<file path="src/rtl/ram_peek_pkg.sv">
// Shared types and constants for the RAM peek streamer and its byte serializer.
package ram_peek_pkg;

    typedef enum logic [1:0] {IDLE, WAIT, LOAD, SEND} peek_state_t;

    localparam int BYTES_PER_WORD = 4;
    localparam int BYTE_IDX_W     = $clog2(BYTES_PER_WORD);

endpackage

</file>
<file path="src/rtl/ram_peek_streamer_word_serializer.sv">
// 32-bit to 8-bit little-endian serializer with valid/ready; valid is held
// from load until the last byte of the word is accepted.
module word_serializer
    import ram_peek_pkg::*;
(
    input  logic        clk,
    input  logic        rst,
    input  logic        i_load,
    input  logic [31:0] i_word,
    input  logic        i_ready,
    output logic [7:0]  o_data,
    output logic        o_valid,
    output logic        o_last,
    output logic        o_accept
);

    logic [31:0]           r_shreg;
    logic [BYTE_IDX_W-1:0] r_byte_idx;
    logic                  r_valid;

    always_ff @(posedge clk) begin
        if (rst) begin
            r_shreg    <= '0;
            r_byte_idx <= '0;
            r_valid    <= 1'b0;
        end else if (i_load) begin
            r_shreg    <= i_word;
            r_byte_idx <= '0;
            r_valid    <= 1'b1;
        end else if (o_accept) begin
            // Index wraps back to 0 after the last byte.
            r_byte_idx <= r_byte_idx + BYTE_IDX_W'(1);
            if (o_last) begin
                r_valid <= 1'b0;
            end
        end
    end

    assign o_valid  = r_valid;
    assign o_accept = r_valid && i_ready;
    assign o_last   = (r_byte_idx == BYTE_IDX_W'(BYTES_PER_WORD - 1));
    assign o_data   = r_shreg[{r_byte_idx, 3'b000} +: 8];

endmodule

</file>
<file path="src/rtl/ram_peek_streamer.sv">
// Scans a wrapping window of node RAM through its registered peek port and
// streams each word out as four little-endian bytes.
//
// state | meaning
// IDLE  | waiting for start; zero-length requests only pulse done
// WAIT  | peek address issued, RAM output not yet valid
// LOAD  | capture peek data into serializer, advance peek address
// SEND  | serializer presenting bytes; last accept ends word
module ram_peek_streamer
    import ram_peek_pkg::*;
#(
    parameter int RAM_SIZE = 1024,
    parameter int CNT_W    = 11
) (
    input  logic             clk,
    input  logic             rst,
    input  logic             start,
    input  logic [31:0]      base_addr,
    input  logic [CNT_W-1:0] word_count,
    output logic [31:0]      peek_addr,
    input  logic [31:0]      peek_data,
    output logic [7:0]       m_data,
    output logic             m_valid,
    input  logic             m_ready,
    output logic             busy,
    output logic             done
);

    localparam logic [31:0] ADDR_MASK = 32'(RAM_SIZE - 1);

    peek_state_t      r_state;
    logic [31:0]      r_peek_addr;
    logic [CNT_W-1:0] r_remaining;
    logic             r_busy;
    logic             r_done;

    peek_state_t      w_state_nxt;
    logic [31:0]      w_addr_nxt;
    logic [CNT_W-1:0] w_rem_nxt;
    logic             w_busy_nxt;
    logic             w_done_nxt;
    logic             w_load;
    logic             w_accept;
    logic             w_last;
    logic [CNT_W-1:0] w_count_clamped;

    assign w_count_clamped = (word_count > CNT_W'(RAM_SIZE)) ? CNT_W'(RAM_SIZE) : word_count;

    word_serializer u_ser (
        .clk     (clk),
        .rst     (rst),
        .i_load  (w_load),
        .i_word  (peek_data),
        .i_ready (m_ready),
        .o_data  (m_data),
        .o_valid (m_valid),
        .o_last  (w_last),
        .o_accept(w_accept)
    );

    always_ff @(posedge clk) begin
        if (rst) begin
            r_state     <= IDLE;
            r_peek_addr <= '0;
            r_remaining <= '0;
            r_busy      <= 1'b0;
            r_done      <= 1'b0;
        end else begin
            r_state     <= w_state_nxt;
            r_peek_addr <= w_addr_nxt;
            r_remaining <= w_rem_nxt;
            r_busy      <= w_busy_nxt;
            r_done      <= w_done_nxt;
        end
    end

    always_comb begin
        w_state_nxt = r_state;
        w_addr_nxt  = r_peek_addr;
        w_rem_nxt   = r_remaining;
        w_busy_nxt  = r_busy;
        w_done_nxt  = 1'b0;
        w_load      = 1'b0;
        case (r_state)
            IDLE: begin
                if (start) begin
                    if (w_count_clamped != '0) begin
                        w_addr_nxt  = base_addr & ADDR_MASK;
                        w_rem_nxt   = w_count_clamped;
                        w_busy_nxt  = 1'b1;
                        w_state_nxt = WAIT;
                    end else begin
                        w_done_nxt = 1'b1;
                    end
                end
            end
            WAIT: w_state_nxt = LOAD;
            LOAD: begin
                // Next address goes out now so its data is settled by the next LOAD.
                w_load      = 1'b1;
                w_addr_nxt  = (r_peek_addr + 32'd1) & ADDR_MASK;
                w_state_nxt = SEND;
            end
            SEND: begin
                if (w_accept && w_last) begin
                    w_rem_nxt = r_remaining - CNT_W'(1);
                    if (r_remaining == CNT_W'(1)) begin
                        w_done_nxt  = 1'b1;
                        w_busy_nxt  = 1'b0;
                        w_state_nxt = IDLE;
                    end else begin
                        w_state_nxt = LOAD;
                    end
                end
            end
            default: w_state_nxt = IDLE;
        endcase
    end

    assign peek_addr = r_peek_addr;
    assign busy      = r_busy;
    assign done      = r_done;

endmodule

</file>
<file path="config.mk">
export PLATFORM = sky130hd
export DESIGN_NAME = ram_peek_streamer
export DESIGN_NICKNAME = d
export VERILOG_FILES = /design/src/rtl/ram_peek_pkg.sv /design/src/rtl/ram_peek_streamer_word_serializer.sv /design/src/rtl/ram_peek_streamer.sv
export SDC_FILE = /design/constraint.sdc
export NUM_CORES = 1
export LEC_CHECK = 0
export CAP_MARGIN = 40
export CORE_ASPECT_RATIO = 1.4
export CORE_MARGIN = 3
export CORE_UTILIZATION = 45
export DETAILED_ROUTE_END_ITERATION = 16
export PLACE_DENSITY = 0.77
export REMOVE_ABC_BUFFERS = 1
export SLEW_MARGIN = 20
export SYNTH_ARGS = -nofsm -noshare
export SYNTH_HDL_FRONTEND = slang
export SYNTH_SLANG_ARGS = --single-unit
</file>
<file path="constraint.sdc">
create_clock -name clk -period 3.2 [get_ports clk]
set_clock_uncertainty 0.2 [all_clocks]
set_input_delay 0.32 -clock clk [delete_from_list [all_inputs] [get_ports clk]]
set_output_delay 0.32 -clock clk [all_outputs]
set_load 0.03 [all_outputs]
</file>
# After elaboration in Yosys (flattened, before gate mapping)
# Index checks and enable logic that the tools add are counted.
[classes]
n_addsub = 3
magnitude_cmp = 1
n_eq_ne = 9
shift = 1
muxes = 27
n_reduce_logical = 14
[op_table]
columns = ["op", "count"]
rows = [
  ["32-bit 2-to-1 mux", 2],
  ["32-bit one-hot mux with 2 select lines", 1],
  ["11-bit 2-to-1 mux", 4],
  ["32-bit by 6-bit variable part select with 8-bit output", 1],
  ["11-bit one-hot mux with 2 select lines", 1],
  ["1-bit 2-to-1 mux", 12],
  ["11-bit by 1-bit equality test with 1-bit output, second input constant", 1],
  ["11-bit > comparator, second input constant", 1],
  ["11-bit nonzero test", 1],
  ["11-bit by 1-bit subtractor with 11-bit output, second input constant", 1],
  ["10-bit by 1-bit adder with 10-bit output, second input constant", 1],
  ["2-bit 2-to-1 mux", 4],
  ["2-bit != test, second input constant", 4],
  ["2-bit one-hot mux with 4 select lines", 1],
  ["2-bit nonzero test", 4],
  ["2-bit equality test, second input constant", 3],
  ["3-bit AND reduction", 2],
  ["5-bit AND reduction", 1],
  ["1-bit one-hot mux with 2 select lines", 2],
  ["4-bit AND reduction", 1],
  ["2-bit by 1-bit adder with 2-bit output, second input constant", 1],
  ["2-bit by 1-bit equality test with 1-bit output, second input constant", 1],
  ["1-bit logical AND", 2],
  ["2-bit zero test", 1],
  ["2 further kinds", 2],
]
[totals]
reg_bits = 82
out_inout_bits = 43

# Longest topological paths before layout
# Gate-level depths: netlist (run 1).
[depth]
word_depth = 6
depth_mapped = 9
mapped_depth_nobuf = 7

# Cells and area by module
# Synthesis (run 1) repeated with hierarchy kept, for this count alone.
[unflattened]
hier_cells = 374
area_unflattened_um2 = 3413.3
[modules_own_cells]
columns = ["mod", "instances", "cells_per_inst", "area_each_um2"]
rows = [
  ["ram_peek_streamer", 1, 246, 1933.1],
  ["word_serializer", 1, 128, 1480.2],
]

# Worst setup path after synthesis (run 1)
# Ideal clock, no wire load.
[synth_path]
kind = "register to register"
start = "register r_remaining[0]"
end = "register r_remaining[10]"
t_arrival_ps = 2042
required_time_ps = 2935
path_slack_ps = 893
stages_incl_launch_ff = 8
path_buffers = 0
synth_period_minus_slack_ps = 2307
path_cell_list = "dfxtp_1 > inv_1 > ha_1 > or4b_2 > or4_1 > a31oi_1 > o22ai_1 > nor2_1"
[synth_via]
elab_chain_len = 3
[synth_rtl]
columns = ["element", "line_no", "source"]
rows = [
  ["from (decl)", "ram_peek_streamer.sv:33", "logic [CNT_W-1:0] r_remaining;"],
  ["from (signal assigned)", "ram_peek_streamer.sv:71", "r_remaining <= w_rem_nxt;"],
  ["11-bit by 1-bit subtractor with 11-bit output", "ram_peek_streamer.sv:106", "w_rem_nxt = r_remaining - CNT_W'(1);"],
  ["11-bit 2-to-1 mux", "ram_peek_streamer.sv:105", "if (w_accept && w_last) begin"],
  ["11-bit one-hot mux with 2 select lines", "ram_peek_streamer.sv:84", "case (r_state)"],
]
# Every way passes these cells. The select of a mux whose other input is x is not followed.
# A chain may end at the register's enable or synchronous reset.

# Final worst setup path (run 1)
# Same ends and word-level chain as after synthesis.

==> summary.md, run 1 <==
| Metric | Value |
|---|---|
| CP Class | `flop to flop` |
| Share of layout cells above drive strength 1 | `10.5%` |
| CTS tree | `yes` |
| Peak supply drop | `0.432 mV` |
| Final Total Pwr | `2.85 mW` |
| Met3 routed WL | `486 um` |
| Leak | `1.53 nW` |
| Post-Synth Adder-Cell Area | `2.68%` |
| DR top layer | `met4` |
| Post-CTS setup buffer count | `0` |
| CTS sink cnt | `60` |
| Critical path arrival | `2.62 ns` |
| CTS Buf Count | `9` |
| Clock latency on the worst-skew pair | `0.33 ns` |
| Port buffer count | `77` |
| Synth Area in Compound Gates | `15.3%` |
| Deepest clock path buffer count | `2` |
| Post-Synth XOR/XNOR Area | `0.535%` |
| Worst Setup End Kind | `flop` |
| Met2 WL | `3730 um` |
| GRT overflow | `0` |
| Vias in the first global route | `2,788` |
| Final ANT Viol Nets | `0` |
| Area grow syn2layout | `28.4%` |
| WL final | `7700 um` |
| Fin. max-slew vios | `0` |
| Critical path peak fanout | `5` |
| M1 WL | `3180 um` |
| Max Cap Violations | `0` |
| Util after Layout | `59.8%` |
| Sequential share of the synthesized area | `36.7%` |
| Final min period | `2.56 ns` |
| Core area | `0.00703 sq mm` |
| Status | `complete, no violations` |
| DRC violations left | `0` |
| Post-synth EDFFs | `0` |
| Post-cts resize count | `0` |
| Async SR Flop Fraction | `0%` |
| RSZ-0062 raised after global routing | `no` |
| Root Driver | `clkbuf_8` |
| Fin. Hold Viols | `0` |
| F_max | `0.390 GHz` |
| Hold Path Class | `flop to flop` |
| Initial antenna violation count | `0` |
| Vias | `2,887` |
| Final period utilization | `80.0%` |
| Post-synthesis mux area share | `16.2%` |
| Iter 0 DRT Violations | `132` |
| H-Tree Depth | `3` |
| Hold_buf cts | `0` |
| Pin count of the biggest net entering global routing | `45` |
| Syn. warnings | `0` |
| Final TNS setup | `0 ns` |
| Total track usage | `19.3%` |
| WL/cell | `14.5 um` |
| Final setup violation count | `0` |
| Netlist Area Pre-Place | `0.00327 sq mm` |
| Hold_ws | `0.270 ns` |
| Diodes inserted | `0` |
| Synth cell types | `54` |
| RePlAce Congestion | `0.889` |
| Main synth FF type | `dfxtp_1` |
| Clk slew on worst S/H paths | `0.06 ns` |
| Least-Margin Pin Slew | `0.833 ns` |
| First-pass DRT Iterations | `4` |
| Cells after Synth | `363` |
| Mean post-synth cell area | `9.01 sq um` |
| # rows | `36` |
| Max transition margin | `44.5%` |
| Simple-gate area share of the yosys netlist | `18.9%` |
| Post-layout nets | `519` |
| Fillers | `649` |
| HPWL Detailed | `5610 um` |
| Global-route wire length before repair | `12,900 um` |
| Main combinational cell family by area after synthesis | `simple AND/OR/NAND/NOR gates` |
| Die height | `107 um` |
| Die X | `78.1 um` |
| PwrDens | `677 mW/mm^2` |
| DR vias/cell | `5.42` |
| Critical Path RT | `3.26 ns` |
| Total die area | `0.00834 sq mm` |
| I/O pins | `122` |
| Startpoint types | `flop` |
| Post-synthesis register bit count | `60` |
| Starting Density | `46.6%` |
==> layer usage <==
metal / GRT usage (%) / up-vias
met3: 4.87 / 29
li1: - / 1418
met4: 10.8 / 0
met2: 32.4 / 113
met5: 0 / -
met1: 22.3 / 1327
==> cells in the mapped netlist (6+ instances only) <==
master	count	area (sq um)
a31oi_1	7	43.8
mux4_2	8	180
a21oi_1	21	105
mux2i_1	35	350
o21ai_0	8	40.0
dfxtp_1	60	1200
nor3_1	13	65.1
nand2_1	19	71.3
ha_1	7	87.6
o32ai_1	6	52.6
nor2_1	54	203
clkbuf_1	17	63.8
nand3_1	8	40.0
buf_4	22	165
inv_1	11	41.3
nand2b_1	6	37.5
==> cell usage in the layout, fill, tap and decap left out, drive strengths merged, types with 3 or more instances in the layout <==
cell type / synthesis / routed
clkinvlp: 0 / 3
clkdlybuf4s50: 0 / 76
inv: 11 / 11
nor3: 13 / 13
a31oi: 7 / 7
nand4: 4 / 4
nand3: 9 / 9
clkbuf: 17 / 11
nand2b: 6 / 6
a211oi: 4 / 4
ha: 7 / 7
buf: 26 / 5
mux4: 8 / 8
conb: 1 / 22
nor4: 3 / 3
o31ai: 3 / 3
a21oi: 21 / 21
dfxtp: 60 / 60
nand2: 20 / 20
mux2i: 35 / 35
o21a: 3 / 3
o32ai: 6 / 6
o21ai: 8 / 8
nor2: 54 / 54
or4: 6 / 6
clkinv: 1 / 3
==> report_power, final <==
group          switching [mW]  internal, mW
Clock                   0.301         0.323
Combinational           0.670         0.517
Sequential              0.145         0.889
Total                    1.12          1.73
==> registers in the layout, summed over array words and instances, names as in the netlist <==
name	flops
u_ser.r_shreg	32
r_remaining	11
peek_addr	10
r_state	2
u_ser.r_byte_idx	2
busy	1
done	1
u_ser.o_valid	1
==> layout make-up <==
class / count / area (sq um) / share of cell area (%)
clock buffers: 11 / 151 / 3.60
clock inverters: 5 / 36.3 / 0.864
inverters: 12 / 45.0 / 1.07
multi-input cells: 269 / 1840 / 43.8
flip-flops and latches: 60 / 1200 / 28.6
well taps: 95 / 119 / 2.83
repair buffers: 81 / 808 / 19.2
==> worst paths after layout <==
check	slack, ns	depth (start not counted)	endpoint	start
worst min-delay path	0.27	2	busy$_SDFFE_PP0P_	busy$_SDFFE_PP0P_
worst max-delay path	0.64	7	r_remaining[10]$_SDFFE_PP0P_	r_remaining[0]$_SDFFE_PP0P_
worst max register to register	0.64	7	r_remaining[10]$_SDFFE_PP0P_	r_remaining[0]$_SDFFE_PP0P_
worst min register to register	0.27	2	busy$_SDFFE_PP0P_	busy$_SDFFE_PP0P_
==> per-stage QoR <==
stage                     setup WS, ns  instance area, sq um  instances
final                            0.639                  4200        533
after global routing             0.508                  4200        533
after CTS                        0.636                  4200        533
after detailed placement         0.322                  4010        517
after global placement           0.338                  4010        517
after floorplan                 -0.625                  3080        341
==> cell families after synthesis <==
logic type,count (synthesis)
and+or+nand+nor,127
AOI/OAI and AO/OA,68
DFF,60
buffers and inverters,55
muxes,43
adders and majority gates,7
xor gates and xnor gates,2
other,1
==> critical path, cell delays in order (launching register included) <==
cell and delay, ns:
dfxtp_1 0.37, inv_1 0.14, ha_1 0.25, or4b_2 0.66
or4_1 0.49, a31oi_1 0.21, o22ai_1 0.09, nor2_1 0.09
(Power assumes the default switching activity.)
==> run 2, diff against run 1 <==
Clock period 3.2 ns to 2.5 ns, I/O delays scaled along.
==> run 2 against run 1 <==
Clock power increased by 48%. Via count increased by 4.2%. Hold slack got worse by 0.045 ns. Die area unchanged. Sequential cell count unchanged. Global-route usage increased by 0.40 points. Sequential share of layout area decreased by 1.4 points. First-iteration DRC count increased by 67%. Setup slack got worse by 0.51 ns. Clock-buffer cell count decreased by 1. Largest cell class unchanged.
==> summary.md, run 2 (synthesis results as in run 1) <==
| Metric | Value |
|---|---|
| Met3 routed WL | `497 um` |
| Max transition margin | `56.2%` |
| Max FFs per register | `32` |
| WL final | `8130 um` |
| CTS Buf Count | `9` |
| M1 WL | `3180 um` |
| Core area | `0.00703 sq mm` |
| CP Cell Sequence | `or4_1, or4_1, a2111oi_2, a2111oi_2` |
| DR vias/cell | `5.38` |
| WL/cell | `14.5 um` |
| Hold_buf cts | `0` |
| Global-route wire length before repair | `13,200 um` |
| Least-Margin Pin Slew | `0.658 ns` |
| GRT overflow | `0` |
| DRC violations left | `0` |
| Deepest clock path buffer count | `2` |
| Port buffer count | `77` |
| Fin. max-slew vios | `0` |
| # rows | `36` |
| Leak | `1.80 nW` |
| Critical Path RT | `2.50 ns` |
| Peak supply drop | `0.592 mV` |
| First-pass DRT Iterations | `4` |
| Clock latency on the worst-skew pair | `0.34 ns` |
| CTS sink cnt | `60` |
| Met2 WL | `4330 um` |
| Area grow syn2layout | `35.3%` |
| Critical path peak fanout | `3` |
| CTS tree | `yes` |
| HPWL Detailed | `6100 um` |
| I/O pins | `122` |
| Hold Path Class | `input port to flop` |
| Total track usage | `19.7%` |
| Critical path arrival | `2.37 ns` |
| Pin count of the biggest net entering global routing | `35` |
| RSZ-0062 raised after global routing | `no` |
| Initial antenna violation count | `0` |
| CP Class | `flop to flop` |
| DR top layer | `met4` |
| Fin. Hold Viols | `0` |
| Status | `complete, no violations` |
| Most frequent cells in the layout | `clkdlybuf4s50_1 (68), dfxtp_1 (60), nor2_1 (54), mux2i_1 (35), buf_4 (30)` |
| Final TNS setup | `0 ns` |
| DP Cell Count | `543` |
| Die height | `107 um` |
| Die X | `78.1 um` |
| Final min period | `2.37 ns` |
| Worst Setup End Kind | `flop` |
| Diodes inserted | `0` |
| Top reg by flops | `u_ser.r_shreg` |
| Clk slew on worst S/H paths | `0.08 ns` |
| F_max | `0.421 GHz` |
| Max Cap Violations | `0` |
| Final period utilization | `94.9%` |
| Startpoint types | `flop` |
| Vias in the first global route | `2,861` |
| Vias | `3,009` |
| Share of layout cells above drive strength 1 | `15.7%` |
| Root Driver | `clkbuf_8` |
| Post-layout nets | `545` |
| CP max-delay cell | `or4_1` |
| Starting Density | `46.6%` |
| Non-filler instance count after layout | `559` |
| Total die area | `0.00834 sq mm` |
| Iter 0 DRT Violations | `220` |
| PwrDens | `875 mW/mm^2` |
| Final ANT Viol Nets | `0` |
| CP peak stage delay | `0.59 ns` |
| H-Tree Depth | `3` |
| RePlAce Congestion | `0.920` |
| Most common cell after layout, fill and taps aside | `clkdlybuf4s50_1` |
| Final setup violation count | `0` |
==> run 2: cell count changes in the layout (fill, tap and decap cells not counted), moves of 2 or more <==
cell             delta
buf_4              +27
clkdlybuf4s50_1     -8
dlymetal6s2s_1      +7
inv_6               +2
==> run 2: routing by layer <==
layer,track usage (%),up-vias
met5,0,-
met4,7.50,0
met3,4.29,10
met2,35.3,112
met1,22.8,1429
li1,-,1458
==> run 2: layout make-up <==
cell class              instances  area (sq um)
clock inverters                 6          71.3
inverters                      12          45.0
fillers                       616          2600
well taps                      95           119
clock buffers                  10           138
multi-input cells             269          1840
flip-flops and latches         60          1200
repair buffers                107          1010
==> run 2: power breakdown <==
part | switching (mW) | internal (mW)
registers | 0.158 | 1.14
clock network | 0.426 | 0.496
logic | 0.905 | 0.751
==> run 2: path summary, 6_finish.rpt <==
check                              startpoint                             end  slack (ns)  depth (start not counted)
setup / recovery  r_remaining[2]$_SDFFE_PP0P_         r_state[1]$_SDFFE_PP0P_        0.13                          4
hold / removal                            rst  u_ser.r_shreg[29]$_SDFFE_PP0P_        0.22                          2
setup reg to reg  r_remaining[2]$_SDFFE_PP0P_         r_state[1]$_SDFFE_PP0P_        0.13                          4
hold reg to reg             busy$_SDFFE_PP0P_               busy$_SDFFE_PP0P_        0.27                          2
==> run 2: per-stage QoR <==
step / power [mW] / setup slack [ns] / util [%] / hold slack (ns) / instance area [sq um]
floorplan: 2.37 / -1.32 / - / 0.115 / 3080
global placement: 2.93 / -0.225 / 59.7 / 0.266 / 4200
detailed placement: 2.97 / -0.292 / 59.7 / 0.269 / 4200
CTS: 3.89 / 0.00433 / 62.7 / 0.220 / 4400
global route: 4.11 / 0.0333 / 63.0 / 0.261 / 4430
finish: 3.87 / 0.127 / 63.0 / 0.224 / 4430
==> run 2: worst max-delay path: cells and delay by family (launching register included) <==
kind / cells / cell delay, ns
flops: 1 / 0.33
simple gates: 2 / 1.18
compound gates: 2 / 0.52
==> run 2: timing repair <==
action	in CTS	in global routing
resized for setup	1	8
buffers inserted	0	0
endpoints found under the setup margin	1	9
endpoints found under the hold margin	0	0
==> run 3, diff against run 2 <==
Settings changed: CORE_MARGIN 3 to not set.
==> run 3 against run 2 <==
Power up 2.3%. Register-to-register slack better by 0.02 ns. Cell count up 0.18%. Sequential power about the same. Non-clock buffer count up 1. Clock-buffer cell count up 1. Hold slack worse by 0.13 ns. Utilization up 0.93 points. Routed wire length down 3.8%. Setup slack better by 0.020 ns. Clock power up 11%. Final area up 0.82%. Highest routed layer unchanged.
==> summary.md, run 3 (synthesis results as in run 1) <==
| Metric | Value |
|---|---|
| Status | `complete, no violations` |
| Top reg by flops | `u_ser.r_shreg` |
| RSZ-0062 raised after global routing | `no` |
| CP Cell Sequence | `inv_2, ha_1, or4b_2, buf_4, nor2_1, nand2_1, a21oi_1, o32ai_1` |
| Fillers | `585` |
| Hold Path End | `u_ser.r_shreg[4]$_SDFFE_PP0P_` |
| Starting Density | `46.9%` |
| Final TNS setup | `0 ns` |
| Dpl cell area | `0.00420 sq mm` |
| Hold Path Class | `input port to flop` |
| CTS tree | `yes` |
| WL/cell | `14.0 um` |
| Final Total Pwr | `3.96 mW` |
| Final ANT Viol Nets | `0` |
| Initial antenna violation count | `0` |
| Hold_ws | `0.0895 ns` |
| Iter 0 DRT Violations | `206` |
| Vias in the first global route | `2,854` |
| Die height | `103 um` |
| Post-layout nets | `546` |
| Deepest clock path buffer count | `2` |
| Critical path buffers and inverters | `2` |
| Area grow syn2layout | `36.4%` |
| Max Cap Violations | `0` |
| Startpoint types | `flop` |
| HPWL Detailed | `5900 um` |
| DRC violations left | `0` |
| R2r startpoint | `r_remaining[1]$_SDFFE_PP0P_` |
| Final period utilization | `94.1%` |
| Worst setup margin | `0.147 ns` |
| Vias | `2,940` |
| Core area | `0.00698 sq mm` |
| RePlAce Congestion | `0.918` |
| Peak supply drop | `0.547 mV` |
| DR vias/cell | `5.25` |
| I/O pins | `122` |
| Hold path cells | `2` |
| Pre-CTS setup slack | `-0.262 ns` |
| Pin count of the biggest net entering global routing | `23` |
| Post-CTS setup buffer count | `0` |
| Most common cell after layout, fill and taps aside | `clkdlybuf4s50_1` |
| Worst Setup End Kind | `flop` |
| Leak | `1.84 nW` |
| Fin. Hold Viols | `0` |
| Hold_buf cts | `0` |
| GRT overflow | `0` |
| FF-to-FF setup slack | `0.15 ns` |
| Root Driver | `clkbuf_8` |
| CTS Buf Count | `9` |
| Reg-to-Reg End | `r_remaining[6]$_SDFFE_PP0P_` |
| Global-route wire length before repair | `13,100 um` |
| WL final | `7820 um` |
| H-Tree Depth | `3` |
| Diodes inserted | `0` |
| First-pass DRT Iterations | `4` |
| Port buffer count | `77` |
| DP Cell Count | `544` |
| Most frequent cells in the layout | `clkdlybuf4s50_1 (68), dfxtp_1 (60), nor2_1 (54), mux2i_1 (35), buf_4 (31)` |
| # rows | `36` |
| Min-Delay Startpoint | `rst` |
| R2R depth | `8` |
| Clock latency on the worst-skew pair | `0.34 ns` |
| F_max | `0.425 GHz` |
| Post-route cell area | `0.00446 sq mm` |
| Share of layout cells above drive strength 1 | `16.1%` |
| CP max-delay cell | `or4b_2` |
| Max FFs per register | `32` |
| Critical path arrival | `2.35 ns` |
| Critical path peak fanout | `4` |
| Fin. max-slew vios | `0` |
| CP peak stage delay | `0.61 ns` |
| CTS sink cnt | `60` |
| Clk slew on worst S/H paths | `0.07 ns` |
| Worst path top cell family by delay | `simple AND/OR/NAND/NOR gates` |
| Total track usage | `22.1%` |
| PwrDens | `888 mW/mm^2` |
| Critical Path RT | `2.50 ns` |
| Final setup violation count | `0` |
| Non-filler instance count after layout | `560` |
| Final min period | `2.35 ns` |
| Die X | `74.1 um` |
| Util after Layout | `63.9%` |
| CP Class | `flop to flop` |
| Post-cts resize count | `0` |
| Total die area | `0.00762 sq mm` |
run 3: changes by cell type in the layout (fill, tap and decap cells not counted), sizes merged:
cell | before | now
buf | 31 | 32
clkinv | 2 | 3
bufinv | 1 | 2
dlygate4sd2 | 1 | 0
dlymetal6s2s | 7 | 8
clkinvlp | 2 | 0
clkbuf | 10 | 11
inv | 13 | 12
run 3: worst max-delay path by stage:
stage                                                start                            to  slack, ns  depth (start not counted)
after floorplan                    r_state[0]$_SDFFE_PP0P_     peek_addr[8]$_SDFFE_PP0P_      -1.32                          7
after global placement                       word_count[4]   r_remaining[5]$_SDFFE_PP0P_      -0.23                          6
after detailed placement                     word_count[4]   r_remaining[1]$_SDFFE_PP0P_      -0.26                          6
after CTS                 u_ser.r_byte_idx[0]$_SDFFE_PP0P_                     m_data[7]       0.02                          3
after global routing           r_remaining[1]$_SDFFE_PP0P_  r_remaining[10]$_SDFFE_PP0P_       0.04                          7
final                          r_remaining[1]$_SDFFE_PP0P_   r_remaining[6]$_SDFFE_PP0P_       0.15                          8
run 3: area by class of cell:
type	instances	area [sq um]	share of cell area [%]
Sequential cell	60	1200	26.9
Timing Repair Buffer	108	1020	22.8
Clock inverter	5	82.6	1.85
Inverter	12	45.0	1.01
Multi-Input combinational cell	269	1840	41.3
Tap cell	95	119	2.66
Clock buffer	11	151	3.39
run 3: report_power, final:
| group | switching, mW | internal (mW) | leakage, nW |
|---|---|---|---|
| logic | 0.894 | 0.745 | 1.23 |
| clock network | 0.396 | 0.619 | 0.120 |
| registers | 0.169 | 1.14 | 0.490 |
run 3: routing by layer:
metal / track usage, % / part of all wire [%] / vias up
met5: 0 / 0 / -
met2: 36.9 / 50 / 102
met4: 8.58 / 1.9 / 0
met3: 4.79 / 4.8 / 14
li1: - / - / 1464
met1: 27.6 / 43 / 1360
